[src/rtl/dma_xfer_engine.sv]
// Single-mode byte sequencer behind the I8237 register/priority block: one byte
// per arbitration, moved between a DREQ/DACK device and the memory bus.
module dma_xfer_engine #(
  parameter int MEM_TIMEOUT = 255
) (
  input  logic        iClk,
  input  logic        iRst_n,
  input  logic        iEn,
  input  logic [3:0]  iReq,
  input  logic [3:0]  iDirWr,
  input  logic [23:0] iAdr0,
  input  logic [23:0] iAdr1,
  input  logic [23:0] iAdr2,
  input  logic [23:0] iAdr3,
  input  logic [15:0] iCnt0,
  input  logic [15:0] iCnt1,
  input  logic [15:0] iCnt2,
  input  logic [15:0] iCnt3,
  output logic [3:0]  oDack,
  input  logic [7:0]  iDevData,
  output logic [7:0]  oDevData,
  output logic        oDevStb,
  output logic [23:0] oMemAdr,
  output logic [1:0]  oMemRW,
  output logic [7:0]  oMemData,
  input  logic [7:0]  iMemData,
  input  logic        iMemAck,
  output logic [3:0]  oStep,
  output logic [3:0]  oTC,
  output logic        oErr,
  output logic        oBusy,
  output logic [1:0]  oDbgState
);

  typedef enum logic [1:0] {
    IDLE = 2'd0,
    ACK  = 2'd1,
    MEM  = 2'd2,
    DONE = 2'd3
  } state_t;

  localparam logic [15:0] WAIT_LAST = 16'(MEM_TIMEOUT - 1);

  state_t      state_q, state_d;
  logic [1:0]  ch_q, ch_d;
  logic        dir_q, dir_d;
  logic [15:0] cnt_q, cnt_d;
  logic [23:0] adr_q, adr_d;
  logic [7:0]  buf_q, buf_d;
  logic [15:0] wait_q, wait_d;
  logic [3:0]  dack_q, dack_d;
  logic [1:0]  rw_q, rw_d;
  logic [7:0]  devdata_q, devdata_d;
  logic        devstb_q, devstb_d;
  logic [3:0]  step_q, step_d;
  logic [3:0]  tc_q, tc_d;
  logic        err_q, err_d;
  logic        busy_q, busy_d;

  logic [1:0]  grant_ch;
  logic [23:0] grant_adr;
  logic [15:0] grant_cnt;
  logic [3:0]  ch_onehot;

  // Fixed priority: channel 0 wins.
  always_comb begin
    casez (iReq)
      4'b???1: grant_ch = 2'd0;
      4'b??10: grant_ch = 2'd1;
      4'b?100: grant_ch = 2'd2;
      default: grant_ch = 2'd3;
    endcase
  end

  always_comb begin
    case (grant_ch)
      2'd0:    begin grant_adr = iAdr0; grant_cnt = iCnt0; end
      2'd1:    begin grant_adr = iAdr1; grant_cnt = iCnt1; end
      2'd2:    begin grant_adr = iAdr2; grant_cnt = iCnt2; end
      default: begin grant_adr = iAdr3; grant_cnt = iCnt3; end
    endcase
  end

  assign ch_onehot = 4'b0001 << ch_q;

  always_comb begin
    state_d   = state_q;
    ch_d      = ch_q;
    dir_d     = dir_q;
    cnt_d     = cnt_q;
    adr_d     = adr_q;
    buf_d     = buf_q;
    wait_d    = wait_q;
    dack_d    = dack_q;
    rw_d      = rw_q;
    devdata_d = devdata_q;
    devstb_d  = 1'b0;
    step_d    = 4'b0000;
    tc_d      = 4'b0000;
    err_d     = 1'b0;

    case (state_q)
      IDLE: begin
        if (iEn && (iReq != 4'b0000)) begin
          ch_d    = grant_ch;
          adr_d   = grant_adr;
          cnt_d   = grant_cnt;
          dir_d   = iDirWr[grant_ch];
          dack_d  = 4'b0001 << grant_ch;
          state_d = ACK;
        end
      end
      ACK: begin
        if (dir_q) buf_d = iDevData;
        rw_d    = dir_q ? 2'b01 : 2'b10;
        wait_d  = 16'd0;
        state_d = MEM;
      end
      MEM: begin
        // Ack is checked first so it beats a timeout landing in the same cycle.
        if (iMemAck) begin
          if (!dir_q) devdata_d = iMemData;
          rw_d     = 2'b00;
          step_d   = ch_onehot;
          tc_d     = (cnt_q == 16'h0000) ? ch_onehot : 4'b0000;
          devstb_d = !dir_q;
          state_d  = DONE;
        end else if (wait_q == WAIT_LAST) begin
          err_d   = 1'b1;
          rw_d    = 2'b00;
          dack_d  = 4'b0000;
          state_d = IDLE;
        end else begin
          wait_d = wait_q + 16'd1;
        end
      end
      DONE: begin
        dack_d  = 4'b0000;
        state_d = IDLE;
      end
      default: state_d = IDLE;
    endcase

    busy_d = (state_d != IDLE);
  end

  always_ff @(posedge iClk or negedge iRst_n) begin
    if (!iRst_n) begin
      state_q   <= IDLE;
      ch_q      <= 2'd0;
      dir_q     <= 1'b0;
      cnt_q     <= 16'd0;
      adr_q     <= 24'd0;
      buf_q     <= 8'd0;
      wait_q    <= 16'd0;
      dack_q    <= 4'b0000;
      rw_q      <= 2'b00;
      devdata_q <= 8'd0;
      devstb_q  <= 1'b0;
      step_q    <= 4'b0000;
      tc_q      <= 4'b0000;
      err_q     <= 1'b0;
      busy_q    <= 1'b0;
    end else begin
      state_q   <= state_d;
      ch_q      <= ch_d;
      dir_q     <= dir_d;
      cnt_q     <= cnt_d;
      adr_q     <= adr_d;
      buf_q     <= buf_d;
      wait_q    <= wait_d;
      dack_q    <= dack_d;
      rw_q      <= rw_d;
      devdata_q <= devdata_d;
      devstb_q  <= devstb_d;
      step_q    <= step_d;
      tc_q      <= tc_d;
      err_q     <= err_d;
      busy_q    <= busy_d;
    end
  end

  assign oDack     = dack_q;
  assign oDevData  = devdata_q;
  assign oDevStb   = devstb_q;
  assign oMemAdr   = adr_q;
  assign oMemRW    = rw_q;
  assign oMemData  = buf_q;
  assign oStep     = step_q;
  assign oTC       = tc_q;
  assign oErr      = err_q;
  assign oBusy     = busy_q;
  assign oDbgState = state_q;

endmodule
[config.mk]
export PLATFORM = sky130hd
export DESIGN_NAME = dma_xfer_engine
export DESIGN_NICKNAME = d
export VERILOG_FILES = /design/src/rtl/dma_xfer_engine.sv
export SDC_FILE = /design/constraint.sdc
export NUM_CORES = 1
export LEC_CHECK = 0
export CORE_AREA = 2 2 114 116
export DETAILED_ROUTE_END_ITERATION = 10
export DIE_AREA = 0 0 116 118
export GPL_ROUTABILITY_DRIVEN = 0
export PLACE_DENSITY = 0.8
export SLEW_MARGIN = 15
export SYNTH_ARGS = -nofsm -noshare
export SYNTH_HDL_FRONTEND = slang
export SYNTH_SLANG_ARGS = --single-unit
export TNS_END_PERCENT = 30
[constraint.sdc]
create_clock -name iClk -period 2.8 [get_ports iClk]
set_input_delay 0.28 -clock iClk [delete_from_list [all_inputs] [get_ports iClk]]
set_output_delay 0.28 -clock iClk [all_outputs]
set_load 0.03 [all_outputs]
---- After elaboration in Yosys (flattened, before gate mapping) ----
Index checks and enable logic that the tools add are counted.
operators by class
  div/mod/pow operators ................... 0
  multiply operators ...................... 0
  add/sub/neg operators ................... 1
  bitwise gates (word level) .............. 1
  shift-type cells ........................ 2
  magnitude comparators ................... 1
  multiplexer cells ....................... 30
  reductions and logical operators ........ 15
  eq/ne operators ......................... 13
operators by type and width
  cell                     count
  $pmux W24 S3             1
  $pmux W16 S3             1
  $mux W16                 2
  $mux W4                  8
  $pmux W16 S2             1
  $add A16 B1 Y16 const B  1
  $eq A16 B8 Y1 const B    1
  $logic_not A16 Y1        1
  $mux W2                  6
  $pmux W4 S3              1
  $eq A2 B2 Y1 const B     4
  $ne A2 B2 Y1 const B     4
  $pmux W2 S4              1
  $shl A1 B2 Y4 const A    2
  $mux W1                  6
  $pmux W2 S3              1
  $reduce_and A2 Y1        3
  $reduce_and A3 Y1        2
  $eq A2 B1 Y1 const B     2
  $logic_not A2 Y1         2
  $pmux W2 S2              1
  $reduce_and A4 Y1        1
  $reduce_bool A2 Y1       2
  $reduce_bool A4 Y1       1
  other kinds (8)          8
storage, ports and cells
  memories kept ........................... 0
  RAM bits ................................ 0
  output and inout port bits .............. 59
  bits of input ports ..................... 188
  bits in latches ......................... 0
  bits in registers ....................... 94
  ROM bits ................................ 0

---- Depth between registers and ports, before layout ----
  word-level depth ........................ 5
  depth in mapped cells ................... 8
  mapped depth without buffers ............ 6

---- Worst setup path before layout ----
OpenSTA, ideal clock, no wires.
  path kind ............................... register -> register
  start ................................... register wait_q[0]
  end ..................................... register wait_q[1]
  stages on the path, launching flop included .. 7
  data required time ...................... 2,674 ps
  slack ................................... 769 ps
  clock period less this slack ............ 2,031 ps
  setup time .............................. 126 ps
  buffers on the path ..................... 0
  data arrival time ....................... 1,904 ps
  path through ............................ dfrtp_1 inv_1 ha_1 or4b_1 nor4_4 nor4_1 a311o_1
between the ends
  longest elaborated chain between the ends .. 4
ends and longest elaborated chain
  what                      RTL line  text
  start: declaration        50        logic [15:0] wait_q, wait_d;
  start signal: assignment  171       wait_q <= wait_d;
  $add A16 B1 Y16           134       wait_d = wait_q + 16'd1;
  $mux W16                  128       end else if (wait_q == WAIT_LAST) begin
  $mux W16                  121       if (iMemAck) begin
  $pmux W16 S2              102       case (state_q)
Parallel ways exist; a longest one is shown, timed or not. The select of a mux whose other input is x is not followed.
A chain may end at the register's enable or synchronous reset.

---- Worst setup path after layout ----
Same ends and word-level chain as after synthesis.

==> results.md <==
- Yosys top cell area share: roughly 47%
- Status: complete, no violations
- Drt via density: approximately 5.5
- # clock sinks: 94
- Syn nets: between 700 and 800
- Max-slew violations: 0
- Gr usage total: a little under a quarter
- Avg WL per Cell: roughly 17 um
- Layout cells sized above 1: 6.72%
- Hold crit path type: reg -> reg
- Sw Ratio: 39.8%
- Post-DP HPWL: between 10,000 and 15,000 um
- R2R depth: 6
- Worst Path Required: a little over 3000 ps
- Slew HR: approximately 46%
- CP Cell Sequence: inv_1 -> ha_1 -> or4b_1 -> nor4_4 -> nor4_1 -> a311o_1
- # DRC: 0
- Die width: ~120 um
- Delay-heaviest family, CP: simple AND/OR/NAND/NOR gates
- Synthesis-to-layout area growth: 58.7%
- Crit path launch: wait_q[0]
- Max Freq: between 0.4 and 0.5 GHz
- Hold-fix buffers, CTS: 1
- LEAKAGE: 3.19 nW
- Tmin final: between 2000 and 2500 ps
- Die H: around 120 um
- Largest cells by area after synthesis: dfrtp_1 47%, o31ai_1 7.4%, nand2_1 7.1%
- Synth cell types: 50
- Cell taking the most area after synthesis: dfrtp_1
- Worst clock skew: around 9.3 ps
- RSZ-0062 raised after global routing: false
- Combinational power share: between 40% and 50%
- H-tree depth: 3
- Via count: 5,165
- Finish-stage setup viols: 0
- Core Area: about 12,000 um^2
- CP max stage delay: ~500 ps
- Worst Path Class, Setup: reg -> reg
- Synth Warn #: 0
- DR pass1 iterations: 5
- CTS tree: built
- Rows: 41
- Tcrit/Tclk final: roughly 83%
- First-pass GRT wire length: approximately 25,000 um
- Reg2Reg Capture Point: wait_q[1]
- Critical-path top delay cell: or4b_1
- Slew @ Worst Pin: approximately 810 ps
- Post-Syn Area: around 5000 um^2
- Final worst slack: just under 500 ps
- Main flop type after synthesis: dfrtp_1
- Sequential share of power: approximately a third
- Maximum vdd drop: between 0.0003 and 0.0004 V
- Detail Route Antenna Nets: 0
- CP endpoint kind: flip-flop
- Maximum root-to-sink buffer count: 2
- Pint: 3.76 mW
- Final WL: roughly 16,000 um
- Max Cap Viol: 0
- Post-synth EDFFs: 0
- Syn_area_per_cell: just over 9 um^2
- Sequential area share after synthesis: 47.4%
- Clock network fraction of total power: a little under a fifth
- CTS resizes: 0
- Startpoint Class: flip-flop
- Root Buffer: clkbuf_16
- Buffers & Inverters on Critical Path: 1
- Setup tns final: 0 ps
- Io pins: 247
- Synth Register Bits: 94
- R2R Path Start: wait_q[0]
- Global route total overflow: 0
- Crit path capture: wait_q[1]
- Worst skew pair latency: around 340 ps
- Pwr Density: slightly below 800 nW/um^2
- Die footprint: roughly 14,000 um^2
- Final-report hold violation count: 0
- Clock slew at reported path FFs: 70 ps
- Cell depth of the worst setup path: 6
- R2R Setup Slk: 490 ps
- Vias in the first global route: 5,146
- Fillers: 1,021
- CP Data Arrival Time: roughly 2500 ps
- Max FO, Critical Path: 10
- Pre-CTS setup slack: about 520 ps
- CTS Buf Count: 9
- I/O Buffers: between 200 and 250
- DR iter-0 viols: between 200 and 300
- Cells after Synth: approximately 540
- Psw: approximately 2.5 mW
- Starting Density: around two fifths
- Post-CTS Setup Bufs: 0
- Antenna Cells: 0
- Pin count of the biggest net entering global routing: 87
- Async SR Flop Fraction: 100%
- Initial antenna violation count: 0
- Nets: 959
## power by group through the flow
stage | clock [mW] | sequential [mW] | combinational, mW
final | 1.15 | 2.20 | 2.88
after global routing | 1.24 | 2.26 | 3.06
after CTS | 1.18 | 2.20 | 2.90
after detailed placement | 0 | 2.22 | 2.88
after global placement | 0 | 2.19 | 2.82
after floorplan | 0 | 2.81 | 0.969
## through the flow
step | util [%] | total power, mW | instance area (um^2) | hold WS [ps] | std cells
floorplan | - | 3.78 | 4960 | -15.6 | 541
global placement | 61.1 | 5.01 | 7590 | 356 | 929
detailed placement | 61.1 | 5.11 | 7590 | 365 | 929
CTS | 63.4 | 6.28 | 7880 | 480 | 946
global route | 63.4 | 6.56 | 7880 | 505 | 946
finish | 63.4 | 6.24 | 7880 | 477 | 946
## sequential cells by signal, indices dropped and copies added (netlist names)
signal / flops
oMemAdr: 24
oErr: 1
ch_q: 2
oDack: 4
oDbgState: 2
oDevData: 8
oBusy: 1
oTC: 4
dir_q: 1
wait_q: 16
oDevStb: 1
oMemData: 8
cnt_q: 16
oStep: 4
oMemRW: 2
## worst min path at each step
stage | slack [ps] | end | from | cells past startpoint
4_1_cts | 480 | oMemAdr[2] | oMemAdr[2] | 2
2_1_floorplan | -20 | ch_q[0] | iRst_n | 0
3_5_place_dp | 370 | oErr | iRst_n | 1
3_3_place_gp | 360 | oMemRW[1] | iRst_n | 1
5_1_grt | 500 | oMemAdr[2] | oMemAdr[2] | 2
6_report | 480 | oMemAdr[2] | oMemAdr[2] | 2
## layer usage
layer | up-vias | share of wire, % | GRT usage [%]
li1 | 2446 | - | -
met1 | 2459 | 39 | 27.5
met2 | 231 | 52 | 42.2
met3 | 29 | 7.3 | 5.46
met4 | 0 | 1.9 | 5.80
met5 | - | 0 | 0
## worst register-to-register path, cell delays in order (launching register included)
cell     delay [ps]
dfrtp_1         450
inv_1           120
ha_1            200
or4b_1          500
nor4_4          490
nor4_1           80
a311o_1         350
## cell usage in the layout, fill, tap and decap left out, drive strengths merged, types with 4 or more instances in the layout
master / n
a21oi: 11
nor4: 9
o41ai: 4
nor3: 8
nand3: 7
nand4: 5
dfrtp: 94
or4: 8
clkdlybuf4s50: 244
o22ai: 41
nor3b: 5
o311ai: 4
nand2b: 5
o21a: 40
buf: 12
o31ai: 49
o21ai: 10
nor2: 47
mux2: 16
nand2: 94
inv: 14
clkbuf: 9
## cell usage after synthesis (all sizes together) (8+ instances only)
master,instances
a21oi,11
clkbuf,35
dfrtp,94
inv,10
mux2,16
nand2,94
nor2,47
nor3,8
nor4,9
o21a,40
o21ai,10
o22ai,41
o31ai,49
or4,8
## final cells by class
type	count	area, um^2	share of cell area [%]
Tap cell	172	215	2.73
Sequential cell	94	2350	29.9
Multi-Input combinational cell	397	2430	30.8
Clock inverter	7	52.6	0.667
Inverter	10	37.5	0.477
Clock buffer	9	225	2.86
Timing Repair Buffer	257	2560	32.6
## kinds of logic after synthesis
kind of cell | synth area share [%]
compound gates | 24.5
fa+ha+maj | 0.504
buf+inv | 3.91
flops | 47.4
mux | 4.03
simple gates | 19.7
(Power assumes the default switching activity.)
